File: src/rtl/core_dbg_pkg.sv
// core_dbg_pkg: shared types and register map constants for the core debug controller
package core_dbg_pkg;
    typedef enum logic [1:0] {RUN, HALTED, STEP} dbg_state_e;
    localparam int REG_CTRL     = 0;
    localparam int REG_STATUS   = 1;
    localparam int REG_PC       = 2;
    localparam int REG_SCRATCH0 = 3;
    localparam int CTRL_HALT    = 0;
    localparam int CTRL_RESUME  = 1;
    localparam int CTRL_STEP    = 2;
    localparam int CTRL_ERR_CLR = 3;
    localparam int STAT_HALTED   = 0;
    localparam int STAT_RUNNING  = 1;
    localparam int STAT_STEPPING = 2;
    localparam int STAT_ERR      = 3;
    localparam int STAT_CNT_LSB  = 8;
    localparam int ERR_CNT_MAX   = 255;
endpackage

File: src/rtl/core_dbg_run_fsm.sv
// core_dbg_run_fsm: halt/resume/single-step run control with registered core outputs
module core_dbg_run_fsm
    import core_dbg_pkg::*;
#(
    parameter int HALT_ON_RESET = 0
) (
    input  logic       clk,
    input  logic       rst_n,
    input  logic       halt_i,
    input  logic       resume_i,
    input  logic       step_i,
    input  logic       core_retire_i,
    output dbg_state_e state_o,
    output logic       core_halt_o,
    output logic       core_step_o
);
    dbg_state_e state_q;
    assign state_o = state_q;
    // a CTRL write in STEP overrides a coincident retire; halt and retire agree anyway
    always_ff @(posedge clk) begin
        if (!rst_n) begin
            state_q     <= (HALT_ON_RESET != 0) ? HALTED : RUN;
            core_halt_o <= (HALT_ON_RESET != 0);
            core_step_o <= 1'b0;
        end else begin
            core_step_o <= 1'b0;
            unique case (state_q)
                RUN: if (halt_i) begin
                    state_q     <= HALTED;
                    core_halt_o <= 1'b1;
                end
                HALTED: if (!halt_i) begin
                    if (step_i) begin
                        state_q     <= STEP;
                        core_halt_o <= 1'b0;
                        core_step_o <= 1'b1;
                    end else if (resume_i) begin
                        state_q     <= RUN;
                        core_halt_o <= 1'b0;
                    end
                end
                STEP: if (halt_i || (!resume_i && core_retire_i)) begin
                    state_q     <= HALTED;
                    core_halt_o <= 1'b1;
                end else if (resume_i) begin
                    state_q     <= RUN;
                    core_halt_o <= 1'b0;
                end
                default: begin
                    state_q     <= RUN;
                    core_halt_o <= 1'b0;
                end
            endcase
        end
    end
endmodule

File: src/rtl/core_dbg_ctrl.sv
// core_dbg_ctrl: debug register bank with byte strobes, error tracking and run control
module core_dbg_ctrl
    import core_dbg_pkg::*;
#(
    parameter int ADDR_WIDTH    = 5,
    parameter int DATA_WIDTH    = 32,
    parameter int NUM_REGS      = 32,
    parameter int HALT_ON_RESET = 0
) (
    input  logic                    clk,
    input  logic                    rst_n,
    input  logic                    dbg_req,
    input  logic                    dbg_wr_rd,
    input  logic [ADDR_WIDTH-1:0]   dbg_addr,
    input  logic [DATA_WIDTH-1:0]   dbg_wdata,
    input  logic [DATA_WIDTH/8-1:0] dbg_wstrobe,
    output logic [DATA_WIDTH-1:0]   dbg_rdata,
    output logic                    dbg_rd_ready,
    input  logic [DATA_WIDTH-1:0]   core_pc,
    input  logic                    core_retire,
    output logic                    core_halt,
    output logic                    core_step
);
    localparam int NB = DATA_WIDTH / 8;
    logic [DATA_WIDTH-1:0] regs_q [REG_SCRATCH0:NUM_REGS-1];
    logic [DATA_WIDTH-1:0] rdata_q, rdata_d, status;
    logic                  rd_ready_q, err_q;
    logic [7:0]            err_cnt_q, err_cnt_d;
    logic                  rd_req, wr_req, oor, ctrl_wr;
    dbg_state_e            state;
    assign rd_req  = dbg_req && !dbg_wr_rd;
    assign wr_req  = dbg_req && dbg_wr_rd;
    assign oor     = {1'b0, dbg_addr} >= (ADDR_WIDTH+1)'(NUM_REGS);
    assign ctrl_wr = wr_req && dbg_addr == ADDR_WIDTH'(REG_CTRL) && dbg_wstrobe[0];
    assign err_cnt_d = (err_cnt_q == 8'(ERR_CNT_MAX)) ? err_cnt_q : err_cnt_q + 8'd1;
    always_comb begin
        status = '0;
        status[STAT_HALTED] = state == HALTED;
        status[STAT_RUNNING] = state == RUN;
        status[STAT_STEPPING] = state == STEP;
        status[STAT_ERR] = err_q;
        status[STAT_CNT_LSB +: 8] = err_cnt_q;
    end
    // CTRL and out-of-range addresses match no branch and read back as zero
    always_comb begin
        rdata_d = '0;
        if (dbg_addr == ADDR_WIDTH'(REG_STATUS)) rdata_d = status;
        if (dbg_addr == ADDR_WIDTH'(REG_PC)) rdata_d = core_pc;
        for (int i = REG_SCRATCH0; i < NUM_REGS; i++)
            if (dbg_addr == ADDR_WIDTH'(i)) rdata_d = regs_q[i];
    end
    always_ff @(posedge clk) begin
        if (!rst_n) begin
            for (int i = REG_SCRATCH0; i < NUM_REGS; i++) regs_q[i] <= '0;
        end else if (wr_req) begin
            for (int i = REG_SCRATCH0; i < NUM_REGS; i++)
                for (int b = 0; b < NB; b++)
                    if (dbg_addr == ADDR_WIDTH'(i) && dbg_wstrobe[b])
                        regs_q[i][8*b +: 8] <= dbg_wdata[8*b +: 8];
        end
    end
    always_ff @(posedge clk) begin
        if (!rst_n) begin
            err_q     <= 1'b0;
            err_cnt_q <= '0;
        end else if (dbg_req && oor) begin
            err_q     <= 1'b1;
            err_cnt_q <= err_cnt_d;
        end else if (ctrl_wr && dbg_wdata[CTRL_ERR_CLR]) begin
            err_q     <= 1'b0;
        end
    end
    always_ff @(posedge clk) begin
        if (!rst_n) begin
            rdata_q    <= '0;
            rd_ready_q <= 1'b0;
        end else begin
            rd_ready_q <= rd_req;
            if (rd_req) rdata_q <= rdata_d;
        end
    end
    assign dbg_rdata    = rdata_q;
    assign dbg_rd_ready = rd_ready_q;
    core_dbg_run_fsm #(.HALT_ON_RESET(HALT_ON_RESET)) u_fsm (
        .clk          (clk),
        .rst_n        (rst_n),
        .halt_i       (ctrl_wr && dbg_wdata[CTRL_HALT]),
        .resume_i     (ctrl_wr && dbg_wdata[CTRL_RESUME]),
        .step_i       (ctrl_wr && dbg_wdata[CTRL_STEP]),
        .core_retire_i(core_retire),
        .state_o      (state),
        .core_halt_o  (core_halt),
        .core_step_o  (core_step)
    );
endmodule

File: config.mk
export PLATFORM = sky130hd
export DESIGN_NAME = core_dbg_ctrl
export DESIGN_NICKNAME = d
export VERILOG_FILES = /design/src/rtl/core_dbg_pkg.sv /design/src/rtl/core_dbg_run_fsm.sv /design/src/rtl/core_dbg_ctrl.sv
export SDC_FILE = /design/constraint.sdc
export NUM_CORES = 2
export LEC_CHECK = 0
export ABC_AREA = 1
export CAP_MARGIN = 20
export CORE_UTILIZATION = 50
export CTS_BUF_LIST = sky130_fd_sc_hd__clkbuf_4 sky130_fd_sc_hd__clkbuf_8 sky130_fd_sc_hd__clkbuf_16
export CTS_CLUSTER_SIZE = 14
export DETAILED_ROUTE_END_ITERATION = 12
export PLACE_DENSITY = 0.73
export SKIP_CTS_REPAIR_TIMING = 1
export SLEW_MARGIN = 20
export SYNTH_ARGS = -nofsm -noshare
export SYNTH_HDL_FRONTEND = slang
export SYNTH_SLANG_ARGS = --single-unit
File: constraint.sdc
create_clock -name clk -period 6.3 [get_ports clk]
set_input_delay 1.26 -clock clk [delete_from_list [all_inputs] [get_ports clk]]
set_output_delay 1.26 -clock clk [all_outputs]
set_load 0.005 [all_outputs]
Word-level counts from Yosys, hierarchy flattened
Memory sizes are Yosys's and may differ from the RTL's. Cells that the tools add are included.

Equal/unequal tests: 35. Mux-type cells: 625. Bitwise gates (word level): 118. Reductions and logical operators: 131.

Operator list (count): $mux 32 (30); $mux 8 (116); $mux 1 (471); $logic_and 1x1->1 (124); $or 1x1->1 (116); $eq 5x5->1 const B (16); $eq 5x4->1 const B (8); $eq 5x3->1 const B (4); $eq 5x2->1 const B (2); $mux 2 (5); $pmux 2 s3 (1); $eq 5x1->1 const B (1); $logic_not 5->1 (1); $mux 3 (1); $pmux 1 s3 (1); $reduce_or 3->1 (1); $eq 2x1->1 const B (1); $eq 2x2->1 const B (1); $logic_not 1->1 (2); $logic_not 2->1 (1); $ne 2x1->1 const B (1); $ne 2x2->1 const B (1); $not 1->1 (2); $reduce_and 2->1 (1); $logic_or 1x1->1 (1).

Flip-flop bits (word level): 37. Memory bits (writable): 928. Input bits: 78. Output and inout bits: 35. Word-level logic and storage cells: 915. Memories: 1.

Memory list: regs_q (words 29, width 32, rd ports 29, clocked after memory_dff 0, wr ports 29, line core_dbg_ctrl.sv:25) `logic [DATA_WIDTH-1:0] regs_q [REG_SCRATCH0:NUM_REGS-1];`.

Depth between registers and ports, before layout
Depth in word-level cells: 32. Mapped depth: 24. Depth with buffers taken out: 24.

By module
From an unflattened synthesis, not the netlist that was laid out.

Cells, all modules: 4444. Area total of the unflattened synthesis: 42891.1 sq um.

By module, submodules not included: core_dbg_ctrl (instances 1, cells each 4406, area each 42659.7 sq um, sequential area each 28527.4 sq um); core_dbg_run_fsm (instances 1, cells each 38, area each 231.5 sq um, sequential area each 80.1 sq um).

Worst setup path before layout
OpenSTA, ideal clock, no wires.

Path type: input to register. Start: input dbg_addr[4]. End: register, netlist name regs_q[0][832]. Library setup time: 384 ps. Arrival time: 3224 ps. Required time: 5916 ps. Path slack: 2692 ps. Stages: 8. Buffers on the path: 4. Cell sequence: buf_4 > inv_1 > buf_2 > buf_2 > nor2_1 > clkbuf_1 > inv_1 > o21ai_0.

RTL lines: start, declared (line core_dbg_ctrl.sv:14) `input logic [ADDR_WIDTH-1:0] dbg_addr,`.

Final worst setup path
Start: input dbg_addr[0]. End: register rdata_q[1], in the netlist dbg_rdata[1].

Cells in the longest elaborated chain, start to end: 32. Elaborated cells on any way between the ends: 62. Those cells by class: eq/ne: 31; mux: 31.

RTL lines: $eq 5x1->1 (line core_dbg_ctrl.sv:47) `if (dbg_addr == ADDR_WIDTH'(REG_STATUS)) rdata_d = status;`; $mux 3 (line core_dbg_ctrl.sv:47); $mux 32 (line core_dbg_ctrl.sv:48) `if (dbg_addr == ADDR_WIDTH'(REG_PC)) rdata_d = core_pc;`; $mux 32 (28 in series) (line core_dbg_ctrl.sv:50) `if (dbg_addr == ADDR_WIDTH'(i)) rdata_d = regs_q[i];`; $mux 32 * (line core_dbg_ctrl.sv:50); end signal, assigned (line core_dbg_ctrl.sv:79) `if (rd_req) rdata_q <= rdata_d;`; end, declared (line core_dbg_ctrl.sv:26) `logic [DATA_WIDTH-1:0] rdata_q, rdata_d, status;`.

Every way passes the cells marked *; elsewhere a longest branch is shown, timed or not. A chain may end at the register's enable or synchronous reset.

==> results.toml <==
[cts]
clk_pin_slew_worst_paths_ns = 0.06
clockBufferDepth = 3
cts_tree = "yes"
cts.sinks = 965
cts_buffers = 93
clk_latency_ns = 0.67
clockRootBuffer = "clkbuf_16"
cts_max_level = 3

[cells_and_area]
seq_area_um2 = 28600
areaGrowthSynthToFinish_pct = 12.9
fillCellCount = 7111
fin_cells = 5736
layout-drive-gt1-share = 0.0822
multi_input_area_um2 = 12100
nets = 4585

[sta]
fmax_mhz = 217
slew-limit-headroom = 0.218
hold_violations = 0
layout_min_cycle_time_ns = 4.60
fin_skew_ns = 0.0139
tns_ns = 0
grt_setup_unrepaired = "false"
worst_pin_slew_ns = 1.17
period_share = 0.731
finalMaxSlewViolations = 0
setup_viol = 0

[placement]
placed_cells = 5552
dp_hpwl_um = 77900
gp_congestion = 0.882
portBuffers = 112

[worst_hold_path]
hp-class = "register to register"
min-delay-start = "dbg_rdata[30]"

[floorplanning]
die_x_um = 295
row_count = 107
start_util = 0.505
die-height_um = 295
ios = 113
die_area_um2 = 87200
core_area_um2 = 85100

[critical_path]
crit_type = "input port to register"
critPathLaunchType = "input port"
crit_fanout = 36
endpoint_kind = "register"
critPathRequiredTime_ns = 6.81
crit_start = "dbg_addr[0]"
crit_arrival_ns = 5.11
r2r_start = "regs_q[0][137]"

[synthesis]
yosysWarnings = 0
syn_nets = 4534
ys_ff_latch = 965
synth_seq_area_share = 0.665
synth_cell_type_count = 26
syn-instance-count = 4456
postSynthAreaPerCell_um2 = 9.66
syn_area_um2 = 43000

[route]
wl_per_cell_um = 20.7
vias_per_cell = 5.63
dr.pass1.iters = 6
vias = 32300
drc = 0
drt_iter0_drc = 4238
wl_um = 119000
antenna_left = 0

[global_routing]
grt_usage = 0.271
grt_pass1_wl_um = 179000
antenna_found_initial = 4
first_global_vias = 30500
grt_start_max_net_pins = 111
grt_overflow = 0

[power_and_ir_drop]
power.density_nw_per_um2 = 291
leakagePower_uw = 0.0186
ir_worst_vdd_v = 0.000202

[outcome]
status = "complete, no violations"

[run]
maxCapViolCount = 0
==> synthesized netlist by cell type (all sizes together) <==
library cell | count | area (um2)
nand4 | 194 | 1210
or2 | 88 | 551
buf | 39 | 193
clkinv | 2 | 7.51
a211oi | 1 | 7.51
nor3b | 1 | 7.51
dfxtp | 37 | 741
nor2 | 1240 | 4720
nand2 | 968 | 3640
clkbuf | 225 | 845
nand3b | 1 | 7.51
nor3 | 2 | 10.0
nand3 | 167 | 836
inv | 344 | 1290
a21oi | 67 | 335
o21ai | 152 | 761
edfxtp | 928 | 27900
==> sequential cells by signal, summed over array words and instances, names as in the netlist <==
register	count
regs_q	928
dbg_rdata	32
u_fsm.state_o	2
dbg_rd_ready	1
u_fsm.core_halt_o	1
u_fsm.core_step_o	1
==> worst max-delay path: stages <==
cell and delay, ns:
clkdlybuf4s50_1 0.58, nand2_1 0.14, nor2_1 0.21, inv_1 0.14, nor2_4 0.71, inv_1 0.37
or2_0 0.30, nand2_1 0.09, nand4_1 0.11, nor2_1 0.14, nand4_1 0.11, nor2_1 0.15
nand4_1 0.16, nor2_1 0.12, nand4_1 0.11, nor2_1 0.12, nand4_1 0.12, nand2_1 0.09
a21oi_1 0.06
==> placed cells by master, fill, tap and decap left out, types with 6 or more instances in the layout <==
master / synthesis / routed
nor2_2: 12 / 19
clkbuf_8: 0 / 7
a21oi_1: 67 / 67
clkdlybuf4s50_1: 0 / 111
buf_4: 5 / 102
inv_2: 6 / 7
nand2_1: 967 / 966
o21ai_0: 151 / 72
clkbuf_4: 0 / 17
bufinv_16: 0 / 10
clkinv_1: 2 / 24
inv_1: 338 / 334
or2_0: 9 / 9
clkinv_2: 0 / 18
edfxtp_1: 928 / 928
nor2_4: 5 / 6
nor2_1: 1223 / 1215
or2_2: 77 / 77
nand4_1: 194 / 194
clkbuf_16: 0 / 96
nand3_1: 167 / 167
dfxtp_1: 37 / 37
o21ai_1: 1 / 80
==> through the flow <==
step           setup WS [ns]  total power, uW   util  instance area [um2]  hold slack [ns]
3_5_place_dp            1.11             8450  0.533                45400            0.460
3_3_place_gp            1.10             8430  0.533                45400            0.453
4_1_cts                 1.79            14100  0.570                48500            0.469
2_1_floorplan           2.69             8030      -                43000            0.462
5_1_grt                 1.43            14500  0.571                48600            0.482
6_report                1.70            14100  0.571                48600            0.466
==> power by group <==
part	internal, uW	switching (uW)	leakage, uW
combinational	233	657	0.00789
sequential	7340	100	0.00912
clock	3360	2430	0.00158
total	10900	3180	0.0186
==> cell families (layout without fill, tap and decap cells) <==
logic type / after synthesis / in the layout / synth area share
AOI/OAI and AO/OA: 220 / 220 / 0.0256
other: 0 / 4 / 0
buffers and inverters: 610 / 742 / 0.0543
and+or+nand+nor: 2661 / 2661 / 0.255
DFF: 965 / 965 / 0.665
==> area by class of cell <==
type                    count  area share
clock buffers             120      0.0540
diodes                      4    0.000206
flip-flops and latches    965       0.589
well taps                1144      0.0295
repair buffers            220      0.0403
multi-input cells        2881       0.249
inverters                 346      0.0267
clock inverters            56      0.0112
==> layer usage <==
| metal | global-route usage | vias up | routed length [um] |
|---|---|---|---|
| met5 | 0 | - | 0 |
| met3 | 0.0380 | 223 | 12900 |
| met2 | 0.433 | 1905 | 55400 |
| met1 | 0.377 | 15400 | 46600 |
| li1 | - | 14700 | - |
| met4 | 0.102 | 0 | 3670 |
==> path summary, 6_finish.rpt <==
| path | slack (ns) | to | cells after the start |
|---|---|---|---|
| hold / removal | 0.47 | dbg_rdata[30] | 2 |
| setup reg to reg | 3.52 | dbg_rdata[9] | 18 |
| hold reg to reg | 0.47 | dbg_rdata[30] | 2 |
| setup / recovery | 1.70 | dbg_rdata[1] | 19 |
Note: power is estimated with default switching activity, not from simulation.
